## src/rtl/sort_pkt_scheduler.sv

```systemverilog
// rtl/sort_pkt_scheduler.sv - spreads whole packets over two sorter lanes and
// re-merges the sorted packets in arrival order using a 1-bit lane-id FIFO.
module sort_pkt_scheduler #(
   parameter int DWIDTH      = 16,
   parameter int MAX_PKT_LEN = 13,
   parameter int ORDER_DEPTH = 4
) (
   input  logic                clk_i,
   input  logic                arst_n_i,
   input  logic [DWIDTH-1:0]   snk_data_i,
   input  logic                snk_startofpacket_i,
   input  logic                snk_endofpacket_i,
   input  logic                snk_valid_i,
   output logic                snk_ready_o,
   output logic [2*DWIDTH-1:0] lane_snk_data_o,
   output logic [1:0]          lane_snk_startofpacket_o,
   output logic [1:0]          lane_snk_endofpacket_o,
   output logic [1:0]          lane_snk_valid_o,
   input  logic [1:0]          lane_snk_ready_i,
   input  logic [2*DWIDTH-1:0] lane_src_data_i,
   input  logic [1:0]          lane_src_startofpacket_i,
   input  logic [1:0]          lane_src_endofpacket_i,
   input  logic [1:0]          lane_src_valid_i,
   output logic [1:0]          lane_src_ready_o,
   output logic [DWIDTH-1:0]   src_data_o,
   output logic                src_startofpacket_o,
   output logic                src_endofpacket_o,
   output logic                src_valid_o,
   input  logic                src_ready_i,
   output logic                drop_o
);

   localparam int AW = (ORDER_DEPTH > 1) ? $clog2(ORDER_DEPTH) : 1;
   localparam int CW = $clog2(ORDER_DEPTH) + 1;
   localparam int BW = $clog2(MAX_PKT_LEN + 1);

   typedef enum logic {IN_IDLE, IN_PKT} in_state_t;

   in_state_t         state_q, state_d;
   logic              rr_q, rr_d;
   logic              cur_lane_q, cur_lane_d;
   logic [BW-1:0]     beat_cnt_q, beat_cnt_d;
   logic              trunc_q, trunc_d;

   logic              order_mem [ORDER_DEPTH];
   logic [AW-1:0]     wr_ptr_q, rd_ptr_q;
   logic [CW-1:0]     count_q;

   logic              sel_ok, sel_lane, fifo_full, fifo_empty;
   logic              push, pop, head;
   logic              ready_int, drop_int, last_beat;
   logic [1:0]        lane_valid, lane_sop, lane_eop;

   assign sel_ok     = lane_snk_ready_i[rr_q] || lane_snk_ready_i[~rr_q];
   assign sel_lane   = lane_snk_ready_i[rr_q] ? rr_q : ~rr_q;
   assign fifo_full  = (count_q == CW'(ORDER_DEPTH));
   assign fifo_empty = (count_q == '0);
   assign last_beat  = (beat_cnt_q == BW'(MAX_PKT_LEN - 1));

   always_comb begin
      state_d    = state_q;
      rr_d       = rr_q;
      cur_lane_d = cur_lane_q;
      beat_cnt_d = beat_cnt_q;
      trunc_d    = trunc_q;
      ready_int  = 1'b0;
      drop_int   = 1'b0;
      push       = 1'b0;
      lane_valid = '0;
      lane_sop   = '0;
      lane_eop   = '0;
      case (state_q)
         IN_IDLE: begin
            if (snk_valid_i && !snk_startofpacket_i) begin
               // stray mid-packet beats are swallowed so upstream never stalls on them
               ready_int = 1'b1;
               drop_int  = 1'b1;
            end else begin
               ready_int = sel_ok && !fifo_full;
               if (snk_valid_i && ready_int) begin
                  lane_valid[sel_lane] = 1'b1;
                  lane_sop[sel_lane]   = 1'b1;
                  lane_eop[sel_lane]   = snk_endofpacket_i || (MAX_PKT_LEN == 1);
                  push       = 1'b1;
                  rr_d       = ~sel_lane;
                  cur_lane_d = sel_lane;
                  beat_cnt_d = BW'(1);
                  if (!snk_endofpacket_i) begin
                     state_d = IN_PKT;
                     trunc_d = (MAX_PKT_LEN == 1);
                  end
               end
            end
         end
         IN_PKT: begin
            if (trunc_q) begin
               // lane packet already closed; discard the rest of the upstream packet
               ready_int = 1'b1;
               if (snk_valid_i) begin
                  drop_int = 1'b1;
                  if (snk_endofpacket_i) begin
                     state_d = IN_IDLE;
                     trunc_d = 1'b0;
                  end
               end
            end else begin
               ready_int              = lane_snk_ready_i[cur_lane_q];
               lane_valid[cur_lane_q] = snk_valid_i;
               lane_sop[cur_lane_q]   = snk_startofpacket_i;
               lane_eop[cur_lane_q]   = snk_endofpacket_i || last_beat;
               if (snk_valid_i && ready_int) begin
                  beat_cnt_d = beat_cnt_q + 1'b1;
                  if (snk_endofpacket_i) begin
                     state_d = IN_IDLE;
                  end else if (last_beat) begin
                     trunc_d = 1'b1;
                  end
               end
            end
         end
         default: state_d = IN_IDLE;
      endcase
   end

   assign snk_ready_o              = arst_n_i && ready_int;
   assign drop_o                   = arst_n_i && drop_int;
   assign lane_snk_valid_o         = {2{arst_n_i}} & lane_valid;
   assign lane_snk_startofpacket_o = lane_sop;
   assign lane_snk_endofpacket_o   = lane_eop;
   assign lane_snk_data_o          = {snk_data_i, snk_data_i};

   assign head                = order_mem[rd_ptr_q];
   assign src_data_o          = head ? lane_src_data_i[DWIDTH +: DWIDTH] : lane_src_data_i[0 +: DWIDTH];
   assign src_startofpacket_o = lane_src_startofpacket_i[head];
   assign src_endofpacket_o   = lane_src_endofpacket_i[head];
   assign src_valid_o         = !fifo_empty && lane_src_valid_i[head];
   assign lane_src_ready_o    = fifo_empty ? 2'b00 : (head ? {src_ready_i, 1'b0} : {1'b0, src_ready_i});
   assign pop                 = src_valid_o && src_ready_i && src_endofpacket_o;

   always_ff @(posedge clk_i or negedge arst_n_i) begin
      if (!arst_n_i) begin
         state_q    <= IN_IDLE;
         rr_q       <= 1'b0;
         cur_lane_q <= 1'b0;
         beat_cnt_q <= '0;
         trunc_q    <= 1'b0;
      end else begin
         state_q    <= state_d;
         rr_q       <= rr_d;
         cur_lane_q <= cur_lane_d;
         beat_cnt_q <= beat_cnt_d;
         trunc_q    <= trunc_d;
      end
   end

   always_ff @(posedge clk_i or negedge arst_n_i) begin
      if (!arst_n_i) begin
         wr_ptr_q <= '0;
         rd_ptr_q <= '0;
         count_q  <= '0;
      end else begin
         if (push) begin
            wr_ptr_q <= (wr_ptr_q == AW'(ORDER_DEPTH - 1)) ? '0 : wr_ptr_q + 1'b1;
         end
         if (pop) begin
            rd_ptr_q <= (rd_ptr_q == AW'(ORDER_DEPTH - 1)) ? '0 : rd_ptr_q + 1'b1;
         end
         case ({push, pop})
            2'b10:   count_q <= count_q + 1'b1;
            2'b01:   count_q <= count_q - 1'b1;
            default: count_q <= count_q;
         endcase
      end
   end

   // lane-id storage needs no reset: entries are only read when count_q says they are valid
   always_ff @(posedge clk_i) begin
      if (push) begin
         order_mem[wr_ptr_q] <= sel_lane;
      end
   end

endmodule

```

## config.mk

```make
export PLATFORM = sky130hd
export DESIGN_NAME = sort_pkt_scheduler
export DESIGN_NICKNAME = d
export VERILOG_FILES = /design/src/rtl/sort_pkt_scheduler.sv
export SDC_FILE = /design/constraint.sdc
export NUM_CORES = 1
export LEC_CHECK = 0
export ABC_CLOCK_PERIOD_IN_PS = 2100
export CORE_UTILIZATION = 31
export DETAILED_ROUTE_END_ITERATION = 8
export PLACE_DENSITY = 0.81
export RECOVER_POWER = 100
export SLEW_MARGIN = 20
export SYNTH_ARGS = -nofsm -noshare
export SYNTH_HDL_FRONTEND = slang
export SYNTH_SLANG_ARGS = --single-unit
```

## constraint.sdc

```tcl
create_clock -name clk_i -period 2.1 [get_ports clk_i]
set_input_delay 0.42 -clock clk_i [delete_from_list [all_inputs] [get_ports clk_i]]
set_output_delay 0.42 -clock clk_i [all_outputs]
set_load 0.005 [all_outputs]
```

==> out/metrics.cfg, run 1 <==
[outcome]
outcome = complete, but fails checks
violations = setup timing

[place]
dpl.hpwl_um = 3180
io_buffers = 74
gp_congestion = 0.854

[die]
floorplan.initialDensity_pct = 32.2
die_x_um = 75.1
core_region_area_um2 = 5140
rows = 26
ioPinCount = 123
fp.dieH_um = 75.1
die_area_um2 = 5640

[yosys]
syn_area_per_cell_um2 = 9.10
synth_common_cells = buf_4 (33), mux2_2 (19), nand2_1 (19)
syn_nets = 253
synth-main-ff-cell = dfrtp_1
syn_area_um2 = 1660
synth_warnings = 0
synth.distinct_cells = 36
synth_edf_count = 4
ys_ff_latch = 19
yosysTopAreaCell = dfrtp_1
synth_async_sr_flop_share_pct = 78.9
synth_cells = 182
yosysMostFrequentCell = buf_4
netlist.area_leader.share_pct = 22.7
synth-seq-area-share_pct = 29.9
post_synth_main_area_contributors = dfrtp_1 (23%), buf_4 (15%), mux2_2 (13%)

[worst_setup_path]
worstRegToRegCells = 11
required_ns = 1.68
critPathKind = reg -> out
critPathSlowestCell = mux4_2
cp-end-kind = output port
r2r_slack_ns = -0.32
critPathMaxStageDelay_ns = 0.55
cp_cell_sequence = mux4_2 > buf_4 > buf_12 > mux2_2 > dlygate4sd2_1
crit_path_start_kind = register
r2r_end = count_q[2]
critPathTopFamily = multiplexers
critPathArrivalTime_ns = 2.01
r2r_start = rd_ptr_q[0]
critPathBufInv = 3
critPathMaxFanout = 6

[cts]
cts_hold_buf = 0
cts_tree = done
cts_made_buffers = 3
clk_latency_ns = 0.26
clock_path_buffers = 2
htree_levels = 1
cts_root_buf = clkbuf_8
cts.reportedPaths.clkPinSlew_ns = 0.07
cts.sinks = 19

[grt]
grt_pass1_wl_um = 6470
grtUsageTotal_pct = 14.9
antenna_found_initial = 0
gr-total-overflow = 0
first_global_vias = 1465
grt_max_degree = 15

[route]
routedWlPerCell_um = 12.6
via_per_inst = 4.55
dr.pass1.iters = 4
ant_nets = 0
routed_wl_um = 4230
vias = 1534
drt_iter0_markers = 29
drc = 0

[timing]
fmax_mhz = 411
setup_violations = 28
finClkSkew_ns = 0.00293
worst_slack_ns = -0.333
rsz0062_at_grt = true
finalCritPeriodShare_pct = 116
drv_slew = 0
worst_pin_slew_ns = 0.737
relSlewSlack_pct = 50.9
post-route-min-period_ns = 2.43
hold_violations = 0
hold-worst-slack_ns = 0.299
final.setup.tns_ns = -7.18

[power]
powerDensity_nw_per_um2 = 987
peakVddDrop_uv = 563
p_leak_nw = 1.22

[cells_and_area]
fin_nets = 339
n_antenna_cell = 0
syn2layout_area_growth_pct = 58.7
drive_gt1_share_pct = 33.7

[min_path]
hp-class = in -> async

[run]
maxCapViolCount = 0

==> cell usage in the layout (no fill, tap or decap), types with 2 or more instances in the layout <==
master	count
clkdlybuf4s50_1	40
buf_4	32
nand2_1	19
mux2_2	18
dlygate4sd2_1	18
dfrtp_1	15
inv_1	11
nor2_1	11
buf_2	11
ha_1	7
buf_6	6
nor3_1	4
o21ai_0	4
edfxtp_1	4
nand2b_1	3
and2_0	3
a21oi_1	3
xnor2_1	3
clkbuf_8	3
clkbuf_1	3
mux2i_1	2
nand3b_1	2
a21oi_2	2
nor2b_1	2
and3_1	2
nor2_2	2
o31ai_1	2
mux2_1	2
xor2_1	2
clkbuf_4	2
==> power by group <==
| group | internal (mW) | total (mW) | switching [mW] |
|---|---|---|---|
| Sequential | 0.515 | 0.630 | 0.115 |
| Combinational | 1.05 | 1.70 | 0.655 |
| Clock | 0.132 | 0.260 | 0.128 |
| Total | 1.70 | 2.59 | 0.898 |
==> logic make-up (layout without fill, tap and decap cells) <==
kind of cell / count (synthesis) / after routing / synth area share [%]
compound gates: 20 / 20 / 7.71
xor+xnor: 5 / 5 / 2.65
fa+ha+maj: 9 / 9 / 7.26
buf+inv: 49 / 134 / 18.8
flops: 19 / 19 / 29.9
mux: 25 / 25 / 17.5
simple gates: 55 / 55 / 16.2
==> how the worst max path moves through the flow <==
stage | start | to | slack, ns | cells past startpoint
after floorplan | rd_ptr_q[0] | count_q[2] | -0.15 | 10
after detailed placement | snk_valid_i | lane_snk_valid_o[0] | -0.56 | 7
after CTS | rd_ptr_q[0] | src_data_o[11] | -0.33 | 5
after global placement | lane_snk_ready_i[0] | lane_snk_valid_o[1] | -0.57 | 5
after global routing | rd_ptr_q[0] | count_q[2] | -0.47 | 11
final | rd_ptr_q[0] | src_data_o[11] | -0.33 | 5
==> state kept, by name, indices dropped and copies added (netlist names) <==
| signal | cells |
|---|---|
| beat_cnt_q | 4 |
| order_mem | 4 |
| count_q | 3 |
| rd_ptr_q | 2 |
| wr_ptr_q | 2 |
| cur_lane_q | 1 |
| rr_q | 1 |
| state_q | 1 |
| trunc_q | 1 |
==> metrics by stage <==
stage	cells	area [µm²]	total power [mW]	util, %	setup WS (ns)
floorplan	182	1660	1.39	-	-0.149
global placement	313	2400	2.02	46.7	-0.574
detailed placement	313	2400	2.06	46.7	-0.558
CTS	331	2570	2.54	49.9	-0.335
global route	337	2630	2.84	51.1	-0.472
finish	337	2630	2.59	51.1	-0.333
==> final cells by class <==
type	count	area, µm²
Clock inverter	1	5.00
Multi-Input combinational cell	114	912
Tap cell	70	87.6
Sequential cell	19	495
Fill cell	491	2510
Clock buffer	3	41.3
Inverter	12	45.0
Timing Repair Buffer	118	1040
==> what timing repair did <==
action / 4_1_cts / 5_1_grt
buffers inserted: 12 / 8
pin swaps: 6 / 7
setup endpoints to repair: 31 / 31
gates cloned: 2 / 0
resized for setup: 84 / 18
==> per-layer routing <==
layer / vias to the layer above / GRT usage [%] / part of all wire, % / wire length [µm]
li1: 751 / - / - / -
met1: 714 / 17.4 / 40 / 1700
met2: 66 / 26.8 / 50 / 2100
met3: 3 / 5.22 / 9.9 / 420
met4: 0 / 2.31 / 0.31 / 13
met5: - / 0 / 0 / 0
Note: power is estimated with default switching activity, not from simulation.
==> run 2, diff against run 1 <==
--- a/config.mk
+++ b/config.mk
@@ -6,11 +6,12 @@
 export NUM_CORES = 1
 export LEC_CHECK = 0
 export ABC_CLOCK_PERIOD_IN_PS = 2100
+export CORE_MARGIN = 3
 export CORE_UTILIZATION = 31
 export DETAILED_ROUTE_END_ITERATION = 8
 export PLACE_DENSITY = 0.81
 export RECOVER_POWER = 100
-export SLEW_MARGIN = 20
+export SLEW_MARGIN = 0
 export SYNTH_ARGS = -nofsm -noshare
 export SYNTH_HDL_FRONTEND = slang
 export SYNTH_SLANG_ARGS = --single-unit
==> out/metrics.cfg, run 2 (synthesis results as in run 1) <==
[die]
floorplan.initialDensity_pct = 33.5
die_area_um2 = 6250
ioPinCount = 123
die_x_um = 79.1
core_region_area_um2 = 4940
rows = 25
fp.dieH_um = 79.1

[route]
met2_length_um = 2310
via_per_inst = 4.53
dr.pass1.iters = 4
highest_layer = met4
routedWlPerCell_um = 13.9
drt_iter0_markers = 21
drc = 0
drt-met1-wl_um = 2020
ant_nets = 0
routed_wl_um = 4750
vias = 1546
dr_wl_met3_um = 388

[cells_and_area]
utilization_pct = 52.5
reg.largest.list = beat_cnt_q: 4 flops, order_mem: 4 flops, count_q: 3 flops
final_common_cell = clkdlybuf4s50_1
instances_no_fill = 341
syn2layout_area_growth_pct = 56.7
multiInputGateArea_um2 = 902
drive_gt1_share_pct = 37.2
n_antenna_cell = 0
mostFrequentLayoutCells = clkdlybuf4s50_1 (39), buf_4 (33), clkbuf_2 (21), nand2_1 (19), mux2_2 (17)
ff_latch_area_um2 = 497
n_fill_cell = 459
fin_nets = 346

[timing]
fmax_mhz = 405
drv_slew = 0
post-route-min-period_ns = 2.47
finClkSkew_ns = 0.00104
setup_violations = 26
finalCritPeriodShare_pct = 118
worst_slack_ns = -0.369
hold_violations = 0
final.setup.tns_ns = -5.53
relSlewSlack_pct = 52.4
rsz0062_at_grt = true
worst_pin_slew_ns = 0.714

[worst_setup_path]
crit_path_start_kind = register
critPathArrivalTime_ns = 2.05
critPathKind = reg -> out
r2r_slack_ns = -0.35
required_ns = 1.68
critPathMaxFanout = 4
cp-end-kind = output port

[outcome]
violations = setup timing
outcome = complete, but fails checks

[cts]
cts_tree = done
cts.sinks = 19
cts_made_buffers = 3
htree_levels = 1
clock_path_buffers = 2
cts_root_buf = clkbuf_8
cts.reportedPaths.clkPinSlew_ns = 0.07
clk_latency_ns = 0.25

[place]
io_buffers = 74
pre_cts_ws_ns = -0.602
dpl.hpwl_um = 3440
gp_congestion = 0.840
dpl.cell_count = 311

[grt]
grt_pass1_wl_um = 7150
antenna_found_initial = 0
grtUsageTotal_pct = 14.2
gr-total-overflow = 0
grt_max_degree = 16
first_global_vias = 1537

[power]
p_leak_nw = 1.23
p_int_mw = 1.67
power_frac_seq_pct = 23.8
peakVddDrop_uv = 459
switching_share_pct = 35.8
powerDensity_nw_per_um2 = 1000
pwr-share-clk_pct = 9.6
pwr-share-comb_pct = 66.6
p_switching_mw = 0.933

[min_path]
hp-class = in -> async

[run]
maxCapViolCount = 0

-- run 2: through the flow --
| step | power, mW | hold slack, ns | area, µm² |
|---|---|---|---|
| after floorplan | 1.39 | 0.124 | 1660 |
| after global placement | 2.04 | 0.516 | 2410 |
| after detailed placement | 2.09 | 0.520 | 2410 |
| after CTS | 2.45 | 0.246 | 2560 |
| after global routing | 2.82 | 0.281 | 2590 |
| final | 2.61 | 0.254 | 2590 |
-- run 2: repair_timing --
item,CTS,global route
gates cloned,0,1
hold buffers,0,0
buffers inserted,9,16
setup endpoints to repair,31,31
resized for setup,35,68
pin swaps,6,8
-- run 2: path summary, 6_finish.rpt --
path,startpoint,endpoint,depth (start not counted)
worst max-delay path,rd_ptr_q[0],src_data_o[10],6
worst min-delay path,arst_n_i,trunc_q,2
worst max register to register,rd_ptr_q[0],count_q[2],10
worst min register to register,beat_cnt_q[3],beat_cnt_q[3],2
max in group asynchronous,arst_n_i,cur_lane_q,2
min in group clk_i,beat_cnt_q[3],beat_cnt_q[3],2
-- run 2: final cells by class --
type                            instances  area share [%]
Tap cell                               67            3.23
Clock buffer                            3            1.59
Clock inverter                          1           0.193
Sequential cell                        19            19.2
Multi-Input combinational cell        114            34.8
Inverter                               12            1.74
Timing Repair Buffer                  125            39.3
-- run 2: worst max-delay path: stages, from the launching register on --
cell,delay [ns]
dfrtp_1,0.38
mux4_2,0.62
buf_12,0.17
buf_6,0.11
buf_6,0.11
mux2_4,0.29
buf_6,0.11
-- run 2: power groups by stage --
stage	registers, mW	clock network (mW)	logic (mW)
3_5_place_dp	0.630	0	1.46
5_1_grt	0.637	0.278	1.91
2_1_floorplan	0.616	0	0.777
6_report	0.620	0.251	1.74
4_1_cts	0.630	0.258	1.56
3_3_place_gp	0.620	0	1.42
-- run 2: layer usage --
metal / global-route usage [%] / vias to the layer above
met5: 0 / -
met4: 3.26 / 0
met3: 4.20 / 4
met2: 25.0 / 66
met1: 16.8 / 714
li1: - / 762
